--- src/rtl/arb_rr_lock.sv ---
// Round-robin arbiter that locks the grant until the granted requester's last beat,
// with a binary and one-hot grant. Define ARB_RR_LOCK_TIMEOUT_EN to force a release after TIMEOUT cycles.

module bin2oht_base #(
  parameter int WIDTH          = 8,
  parameter int IMPLEMENTATION = 0
) (
  input  logic                     vld,
  input  logic [$clog2(WIDTH)-1:0] bin,
  output logic [WIDTH-1:0]         oht
);
  localparam int BW = $clog2(WIDTH);

  generate
    if (IMPLEMENTATION == 0) begin : g_table
      for (genvar i = 0; i < WIDTH; i++) begin : g_bit
        assign oht[i] = vld & (bin == BW'(i));
      end
    end else if (IMPLEMENTATION == 1) begin : g_loop
      always_comb begin
        // NOTE: every output gets a default before the loop, so no latch is inferred.
        oht = '0;
        for (int i = 0; i < WIDTH; i++) begin
          if (bin == BW'(i)) oht[i] = vld;
        end
      end
    end else if (IMPLEMENTATION == 2) begin : g_power
      localparam logic [WIDTH-1:0] TWO = WIDTH'(2);
      assign oht = vld ? TWO ** bin : '0;
    end else if (IMPLEMENTATION == 3) begin : g_shift
      localparam logic [WIDTH-1:0] ONE = WIDTH'(1);
      assign oht = vld ? ONE << bin : '0;
    end else begin : g_bad_impl
      $fatal(1, "bin2oht_base: IMPLEMENTATION must be 0..3");
    end
  endgenerate
endmodule

module arb_rr_lock #(
  parameter int WIDTH          = 8,
  parameter int IMPLEMENTATION = 0,
  parameter int TIMEOUT        = 16
) (
  input  logic                     clk,
  input  logic                     rst,
  input  logic [WIDTH-1:0]         req,
  input  logic                     rdy,
  input  logic                     lst,
  output logic                     gnt_vld,
  output logic [$clog2(WIDTH)-1:0] gnt_bin,
  output logic [WIDTH-1:0]         gnt_oht,
  output logic                     tmo
);
  localparam int WIDTH_LOG = $clog2(WIDTH);

  generate
    if (WIDTH < 2) begin : g_bad_width
      $fatal(1, "arb_rr_lock: WIDTH must be >= 2");
    end
  endgenerate

  typedef enum logic {IDLE, BUSY} state_t;

  state_t               state, state_d;
  logic [WIDTH_LOG-1:0] ptr, ptr_d, ptr_next, base;
  logic [WIDTH_LOG-1:0] bin_d, sel_idx;
  logic                 sel_found;
  logic                 busy, rel, tmo_c, load;

  assign busy    = (state == BUSY);
  assign gnt_vld = busy;
  assign rel     = busy & ((rdy & lst) | tmo_c);
  assign tmo     = tmo_c;

  // Explicit wrap keeps non-power-of-two WIDTH correct.
  assign ptr_next = (gnt_bin == WIDTH_LOG'(WIDTH - 1)) ? '0 : gnt_bin + WIDTH_LOG'(1);

  // In BUSY the selection is only consumed on release, so it can always start at ptr_next.
  assign base = busy ? ptr_next : ptr;

  always_comb begin
    sel_found = 1'b0;
    sel_idx   = '0;
    for (int k = 0; k < WIDTH; k++) begin
      int idx;
      idx = int'(base) + k;
      if (idx >= WIDTH) idx = idx - WIDTH;
      if (!sel_found && req[idx]) begin
        sel_found = 1'b1;
        sel_idx   = WIDTH_LOG'(idx);
      end
    end
  end

  always_comb begin
    state_d = state;
    ptr_d   = ptr;
    bin_d   = gnt_bin;
    load    = 1'b0;
    case (state)
      IDLE: begin
        if (sel_found) begin
          state_d = BUSY;
          bin_d   = sel_idx;
          load    = 1'b1;
        end
      end
      BUSY: begin
        if (rel) begin
          ptr_d = ptr_next;
          if (sel_found) begin
            bin_d = sel_idx;
            load  = 1'b1;
          end else begin
            state_d = IDLE;
          end
        end
      end
      default: state_d = IDLE;
    endcase
  end

  always_ff @(posedge clk) begin
    // NOTE: sequential state uses non-blocking assignments so all registers update together.
    if (rst) begin
      state   <= IDLE;
      ptr     <= '0;
      gnt_bin <= '0;
    end else begin
      state   <= state_d;
      ptr     <= ptr_d;
      gnt_bin <= bin_d;
    end
  end

`ifdef ARB_RR_LOCK_TIMEOUT_EN
  localparam int CNT_W = (TIMEOUT < 2) ? 1 : $clog2(TIMEOUT);

  generate
    if (TIMEOUT < 2) begin : g_bad_timeout
      $fatal(1, "arb_rr_lock: TIMEOUT must be >= 2");
    end
  endgenerate

  logic [CNT_W-1:0] cnt, cnt_d;

  assign tmo_c = busy & ~(rdy & lst) & (cnt == CNT_W'(TIMEOUT - 1));

  always_comb begin
    cnt_d = cnt;
    if (load || rel) cnt_d = '0;
    else if (busy)   cnt_d = cnt + CNT_W'(1);
  end

  always_ff @(posedge clk) begin
    if (rst) cnt <= '0;
    else     cnt <= cnt_d;
  end
`else
  assign tmo_c = 1'b0;
`endif

  bin2oht_base #(
    .WIDTH          (WIDTH),
    .IMPLEMENTATION (IMPLEMENTATION)
  ) u_dec (
    .vld (gnt_vld),
    .bin (gnt_bin),
    .oht (gnt_oht)
  );
endmodule

--- config.mk ---
export PLATFORM = sky130hd
export DESIGN_NAME = arb_rr_lock
export DESIGN_NICKNAME = d
export VERILOG_FILES = /design/src/rtl/arb_rr_lock.sv
export SDC_FILE = /design/constraint.sdc
export NUM_CORES = 1
export LEC_CHECK = 0
export CAP_MARGIN = 20
export CORE_MARGIN = 2
export CORE_UTILIZATION = 37
export DETAILED_ROUTE_END_ITERATION = 8
export PLACE_DENSITY = 0.61
export SETUP_SLACK_MARGIN = 0.1
export SYNTH_ARGS = -nofsm -noshare
export SYNTH_HDL_FRONTEND = slang
export SYNTH_SLANG_ARGS = --single-unit
--- constraint.sdc ---
create_clock -name clk -period 4.63 [get_ports clk]
set_input_delay 0.6945 -clock clk [delete_from_list [all_inputs] [get_ports clk]]
set_output_delay 0.6945 -clock clk [all_outputs]
set_load 0.1 [all_outputs]
== Word-level counts from Yosys, hierarchy flattened ==
Index checks and enable logic that the tools add are counted.
Word-level totals
  logic and storage cells: 126
  bits in registers: 7
  output and inout port bits: 13
  input port bits: 12
Cells by class
  multiplexer cells: 56
  add/sub/neg operators: 16
  eq/ne operators: 8
  reduce and logical (&&, ||, !) cells: 16
  $lt $le $gt $ge: 16
  bitwise operators: 11
Operators with widths (number)
  $lt A32 B5 Y1 const B: 8
  $mux W32: 8
  $mux W3: 12
  $sub A4 B4 Y5 const B: 7
  $ge A4 B4 Y1 const B: 7
  $mux W1: 26
  $bmux W1 S3: 8
  $add A3 B3 Y4 const B: 4
  $eq A3 B3 Y1 const B: 4
  $and A1 B1 Y1: 10
  $add A3 B2 Y4 const B: 2
  $logic_and A1 B1 Y1: 7
  $logic_not A1 Y1: 7
  $eq A3 B2 Y1 const B: 2
  $pmux W3 S2: 1
  $sub A3 B4 Y5 const B: 1
  $add A3 B1 Y4 const B: 1
  $ge A3 B4 Y1 const B: 1
  $add A3 B1 Y3 const B: 1
  $eq A3 B1 Y1 const B: 1
  $logic_not A3 Y1: 1
  $ne A2 B1 Y1 const B: 1
  $pmux W1 S2: 1
  $reduce_and A2 Y1: 1
  $not A1 Y1: 1

== Longest topological paths before layout ==
Gate-level depths: netlist of the first run.
  depth after elaboration: 33
  depth in mapped cells: 16
  mapped depth without buffers: 12

== By module ==
From an unflattened synthesis of the first run, not the netlist that was laid out.
Second synthesis, totals
  cell total of the unflattened synthesis: 156
  area, all modules: 1317.5 µm²
By module, submodules not included
  arb_rr_lock: cells an instance 148, sequential area each 140.1 µm², instances 1, area each 1221.2 µm²
  bin2oht_base: cells an instance 8, sequential area each 0.0 µm², instances 1, area each 96.3 µm²

== Worst setup path before layout of the first run ==
Ideal clock, no wire load.
  kind: register to register
  from: register gnt_bin[0]
  to: register gnt_bin[1]
  arrival: 4.161 ns
  period minus slack after synthesis: 4.283 ns
  setup slack: 0.347 ns
  data required time: 4.507 ns
  path buffers: 4
  stages on the path, launching flop included: 16
  setup time: 0.123 ns
  path through: dfxtp_1 -> ha_1 -> ha_1 -> or3b_1 -> and2_1 -> buf_6 -> clkbuf_1 -> ha_1 -> clkbuf_1 -> inv_1 -> clkbuf_1 -> mux4_2 -> nand4_4 -> o41ai_4 -> a21o_1 -> a31oi_1
Between the ends
  word-level cells in the longest chain between the ends: 33
  elaborated cells on any way between the ends: 92
  those cells by class: add/sub: 16; order compare: 8; eq/ne: 1; mux: 53; reduce/logical: 14
RTL lines
  start, declared: RTL line 50  | output logic [$clog2(WIDTH)-1:0] gnt_bin,
  start signal, assigned: RTL line 132  | gnt_bin <= bin_d;
  $add A3 B1 Y3 / $eq A3 B3 Y1 (equally long branches): RTL line 76  | assign ptr_next = (gnt_bin == WIDTH_LOG'(WIDTH - 1)) ? '0 : gnt_bin + WIDTH_LOG'(1);
  $mux W3 (*): RTL line 76
  $mux W3 (*): RTL line 79  | assign base = busy ? ptr_next : ptr;
  parallel branches: the longest is 27 deep, another holds $sub A4 B4 Y5
  $mux W3 (*): RTL line 102, 111
  $mux W3: RTL line 109  | if (rel) begin
  $pmux W3 S2 (*): RTL line 100  | case (state)
Mark *: on every way between the ends. The select of a mux whose other input is x is not followed.
A chain may end at the register's enable or synchronous reset.

== Final worst setup path of the first run ==
Same ends and word-level chain as after synthesis.

==> results of run 1 <==
## per-stage QoR
stage | instance area, um2 | power, W | cells | hold WS, ps
final | 1930 | 0.00121 | 282 | 520
after global routing | 1930 | 0.00130 | 282 | 577
after CTS | 1930 | 0.00120 | 282 | 518
after detailed placement | 1880 | 0.00111 | 278 | 504
after global placement | 1880 | 0.00111 | 278 | 485
after floorplan | 1660 | 0.000926 | 214 | 462
## routing by layer
layer / routed length [um] / global-route usage (%) / vias to the layer above
li1: - / - / 838
met1: 1930 / 23.6 / 807
met2: 2280 / 32.0 / 95
met3: 312 / 1.99 / 16
met4: 189 / 8.18 / 0
met5: 0 / 0 / -
## sequential cells by signal, indices dropped and copies added (netlist names)
register	count
gnt_bin	3
gnt_vld	1
ptr	3
## worst reg2reg max path: stages (launching register included)
cell     delay (ps)
dfxtp_1         360
ha_1            240
ha_1            220
or3b_1          340
and2_1          310
ha_1            510
inv_1           380
mux4_2          660
o41ai_4         460
a21o_1          180
a31oi_1          40
## synthesized netlist by cell type, types with 2 or more instances
cell,count
o21ai_1,3
buf_6,2
or2_2,2
ha_1,8
o22ai_1,2
nand2_1,17
nand2_2,2
a31oi_1,4
nor2_1,10
dfxtp_1,7
a211oi_1,3
nand3_1,28
mux4_2,6
mux2_1,2
mux2_2,6
a32oi_1,2
o211ai_1,4
nor2b_1,3
nor2_2,2
buf_2,4
clkbuf_1,4
mux2i_1,13
or3_1,2
a21oi_1,13
and2_1,8
nand2b_1,3
and3_1,4
o21ai_0,17
inv_1,5
## logic make-up after synthesis
kind of cell	Yosys count	share of synthesized area (%)
AOI/OAI and AO/OA	60	24.5
xor gates and xnor gates	1	1.66
adders and majority gates	8	6.02
buffers and inverters	21	7.91
DFF	7	8.43
muxes	28	22.7
other	1	0.226
and+or+nand+nor	88	28.5
## path summary, 6_finish.rpt
| path | cells after the start | startpoint | end |
|---|---|---|---|
| setup / recovery | 10 | gnt_bin[0] | gnt_bin[1] |
| setup reg to reg | 10 | gnt_bin[0] | gnt_bin[1] |
| hold reg to reg | 2 | ptr[0] | ptr[0] |
| hold / removal | 2 | ptr[0] | ptr[0] |
## layout make-up
class	count	area [um2]
clock buffers	4	45.0
fillers	449	2430
repair buffers	25	245
multi-input cells	186	1390
inverters	8	42.5
flip-flops and latches	7	140
well taps	52	65.1
## layout by cell type, fill, tap and decap left out, drive strengths merged, types with 2 or more instances in the layout
cell and instances:
a31oi 4, mux2 8, dfxtp 7, nand3 29, nor2 12, clkbuf 4
nand2b 3, buf 2, and3 4, nand2 20, nor2b 3, or3 2
a32oi 2, mux2i 14, inv 7, mux4 6, o22ai 3, or2 2
o211ai 4, clkdlybuf4s50 23, o41ai 2, o21ai 20, a211oi 3, and2 8
a21oi 13, ha 8
## where the power goes
part	switching (W)	leakage (nW)	internal, W
registers	0.0000197	0.0577	0.0000738
clock network	0.0000243	0.0228	0.0000594
logic	0.000676	0.658	0.000357
==> impl_metrics.ini, run 1 <==
[outcome]
outcome = completed

[yosys]
syn_nets = 234
ys_types = 57
syn_area_um2 = 1660
avgSynthCellArea_um2 = 7.76
synth_ff_type = dfxtp_1
async_flop_share_pct = 0
yosysSeqAreaShare_pct = 8.43
synth_area_leaders = dfxtp_1 8.4%, nand3_1 8.4%, mux4_2 8.1%
synth_top_area_share_pct = 8.43
syn_inst = 214
synth_edf_count = 0
yosysWarnings = 0
ys_seq_elements = 7
yosysTopAreaCell = dfxtp_1

[flow_run]
max_cap_violations = 0

[timing]
fmax_ghz = 0.262
fin_ws_ps = 817
fin_crit_sh_pct = 82.4
rsz0062_at_grt = no
fin_crit_ps = 3810
slew_viol_final = 0
hold_viol = 0
tightestPinTransition_ps = 962
skew_ps = 2.13
setup_viol = 0
relSlewSlack_pct = 35.7
fin_setup_tns_ps = 0

[power]
p_leak_nw = 0.738
p_per_area_nw_per_um2 = 628
peakVddDrop_mv = 0.234

[setup_path]
crit_chain = ha_1 > ha_1 > or3b_1 > and2_1 > ha_1 > inv_1 > mux4_2 > o41ai_4 > a21o_1 > a31oi_1
critPathRequiredTime_ps = 4730
cp.arrival_ps = 3920
crit_slowest_cell = mux4_2
crit_top_cell = ha_1
rrSetupSlack_ps = 820
critPathMaxFanout = 13
path_buf_inv = 1
slowest_delay_ps = 660
worst-setup-path-type = flop to flop
cp-end-kind = flop
path_delay_family = adder cells
crit_path_start_kind = flop

[cts]
cts_max_level = 1
ctsHoldBuffers = 0
cts_buffer_depth = 2
clock_latency_ps = 220
cts_setup_buffers = 0
clkTransAtPathRegs_ps = 40
cts-root-buf = clkbuf_8
cts_made_buffers = 3
cts_tree = done
cts_resized = 0
clock-sinks = 7

[floorplan]
rows = 24
ios = 25
core_area_um2 = 4350
fp.dieArea_um2 = 5040
start_util_pct = 38.2
die_w_um = 71.0
fp.dieH_um = 71.0

[global_route]
track_usage_pct = 18.7
grt_first_pass_wirelength_um = 7650
globalRouteOverflowTotal = 0
antenna_found_initial = 0
grt_pass1_vias = 1584
grt_max_degree = 20

[routing]
viasPerCell = 6.23
drt_iter0_markers = 120
num_vias = 1756
wl_per_cell_um = 16.7
drc = 0
drt_wl_total_um = 4710
antenna_left = 0
first_pass_iters = 5

[placement]
dp_hpwl_um = 3670
gp_congestion = 0.917
place_ws_ps = 861
portBuffers = 23

[finish]
diodes = 0
nets = 251
area_growth_syn_to_layout_pct = 16.0
layout-drive-gt1-share_pct = 14.3
fin_util_pct = 44.3

[min_path]
worstHoldPathType = flop to flop
No activity file was read; power rests on OpenSTA's default activity.
==> run 2: changes to the inputs <==
==> constraint.sdc (replaced) <==
create_clock -name clk -period 3.9 [get_ports clk]
set_input_delay 0.585 -clock clk [delete_from_list [all_inputs] [get_ports clk]]
set_output_delay 0.585 -clock clk [all_outputs]
set_load 0.1 [all_outputs]
==> run 2 against run 1 <==
Effect of this change: sequential power increased by 27%; flip-flop and latch count unchanged; critical path depth increased by 2; cell area increased by 2.1%; via count decreased by 0.68%; critical endpoint is now gnt_bin[0]; largest power group unchanged; first-iteration DRC count decreased by 23%; clock power increased by 24%.
==> impl_metrics.ini, run 2 (synthesis results as in run 1) <==
[timing]
hold_viol = 0
skew_ps = 1.75
fin_setup_tns_ps = 0
fin_crit_ps = 3620
hold_slack_ps = 498
slew_viol_final = 0
rsz0062_at_grt = no
relSlewSlack_pct = 35.4
setup_viol = 0
fmax_ghz = 0.276
tightestPinTransition_ps = 966
fin_crit_sh_pct = 92.9

[finish]
mostFrequentLayoutCell = nand3_1
diodes = 0
regArea_um2 = 150
final_cell_mix = 28 x nand3_1, 23 x clkdlybuf4s50_1, 17 x nand2_1, 17 x o21ai_0
layout-drive-gt1-share_pct = 17.5
area_growth_syn_to_layout_pct = 18.4
multi_input_area_um2 = 1390
nets = 255
fillCellCount = 453
fin_util_pct = 45.2

[cts]
clkTransAtPathRegs_ps = 40
cts_buffer_depth = 2
cts-root-buf = clkbuf_8
clock-sinks = 7
cts_made_buffers = 3
cts_tree = done
cts_max_level = 1
clock_latency_ps = 230
cts_resized = 0

[floorplan]
core_area_um2 = 4350
fp.dieArea_um2 = 5040
fp.dieH_um = 71.0
rows = 24
ios = 25
die_w_um = 71.0
start_util_pct = 38.2

[setup_path]
slowest_delay_ps = 530
r2r_cells = 12
critPathRequiredTime_ps = 4030
critPathMaxFanout = 8
crit_path_start_kind = flop
rrSetupSlack_ps = 280
crit_chain = ha_1 > ha_1 > or3b_1 > and2_1 > ha_1 > or3_1 > nand2_4 > mux4_2 > nand4_4 > a21boi_1 > a211oi_1 > o41ai_2
worst-setup-path-type = flop to flop
r2r-start = gnt_bin[0]
startpoint = gnt_bin[0]
cp-end-kind = flop
crit_end = gnt_bin[0]
crit_slowest_cell = mux4_2
crit_top_cell = ha_1
cp.arrival_ps = 3750
r2r-end = gnt_bin[0]

[global_route]
grt_pass1_vias = 1574
grt_first_pass_wirelength_um = 7740
globalRouteOverflowTotal = 0
grt_max_degree = 20
track_usage_pct = 19.3
antenna_found_initial = 0

[power]
p_comb_share_pct = 84.9
switching_share_pct = 58.3
p_int_w = 0.000613
p_seq_share_pct = 8.1
p_per_area_nw_per_um2 = 747
clkPwrFrac_pct = 7.1
power_switching_w = 0.000857
peakVddDrop_mv = 0.344
p_leak_nw = 0.759

[placement]
dp_hpwl_um = 3660
gp_congestion = 0.889
portBuffers = 23

[routing]
num_vias = 1744
drt_iter0_markers = 93
antenna_left = 0
drc = 0
viasPerCell = 6.10
wl_per_cell_um = 16.3
drt_wl_total_um = 4670
first_pass_iters = 4

[outcome]
outcome = completed

[min_path]
worstHoldPathType = flop to flop

[flow_run]
max_cap_violations = 0
[run 2: power by group through the flow]
stage	Sequential [W]	Combinational (W)	Clock, W
6_report	0.000119	0.00125	0.000104
5_1_grt	0.000121	0.00135	0.000112
4_1_cts	0.000118	0.00124	0.000107
3_5_place_dp	0.000119	0.00123	0
3_3_place_gp	0.000118	0.00123	0
2_1_floorplan	0.000204	0.000903	0
[run 2: how the worst min path moves through the flow]
stage               cells past startpoint  endpoint  slack (ps)  startpoint
global route                            2    ptr[0]         540      ptr[0]
CTS                                     2    ptr[0]         500      ptr[0]
finish                                  2    ptr[0]         500      ptr[0]
global placement                        2    ptr[0]         480      ptr[0]
detailed placement                      2    ptr[0]         490      ptr[0]
floorplan                               2    ptr[0]         460      ptr[0]
[run 2: final cells by class]
class | instances | area share [%]
Timing Repair Buffer | 29 | 14.0
Inverter | 8 | 2.16
Multi-Input combinational cell | 186 | 70.6
Sequential cell | 7 | 7.63
Clock buffer | 4 | 2.29
Tap cell | 52 | 3.31
[run 2: routing by layer]
layer	routed length, um	up-vias	track usage [%]
li1	-	844	-
met1	2000	800	25.3
met2	2250	82	32.7
met3	296	18	1.85
met4	125	0	7.13
met5	0	-	0
[run 2: stage by stage]
| stage | power [W] | setup WS (ps) | instances | cell area [um2] |
|---|---|---|---|---|
| final | 0.00147 | 277 | 286 | 1970 |
| after global routing | 0.00158 | 113 | 286 | 1970 |
| after CTS | 0.00146 | 294 | 286 | 1970 |
| after detailed placement | 0.00135 | 300 | 282 | 1920 |
| after global placement | 0.00135 | 391 | 282 | 1920 |
| after floorplan | 0.00111 | 155 | 214 | 1670 |
[run 2: repair_timing]
| action | CTS | global route |
|---|---|---|
| hold buffers | 0 | 0 |
| buffers inserted | 0 | 0 |
| endpoints found under the setup margin | 0 | 2 |
[run 2: critical path: cells and delay by family, from the launching register on]
kind            cells  cell delay (ps)
compound gates      3              460
fa+ha+maj           3              760
flops               1              360
mux                 1              530
simple gates        5             1410
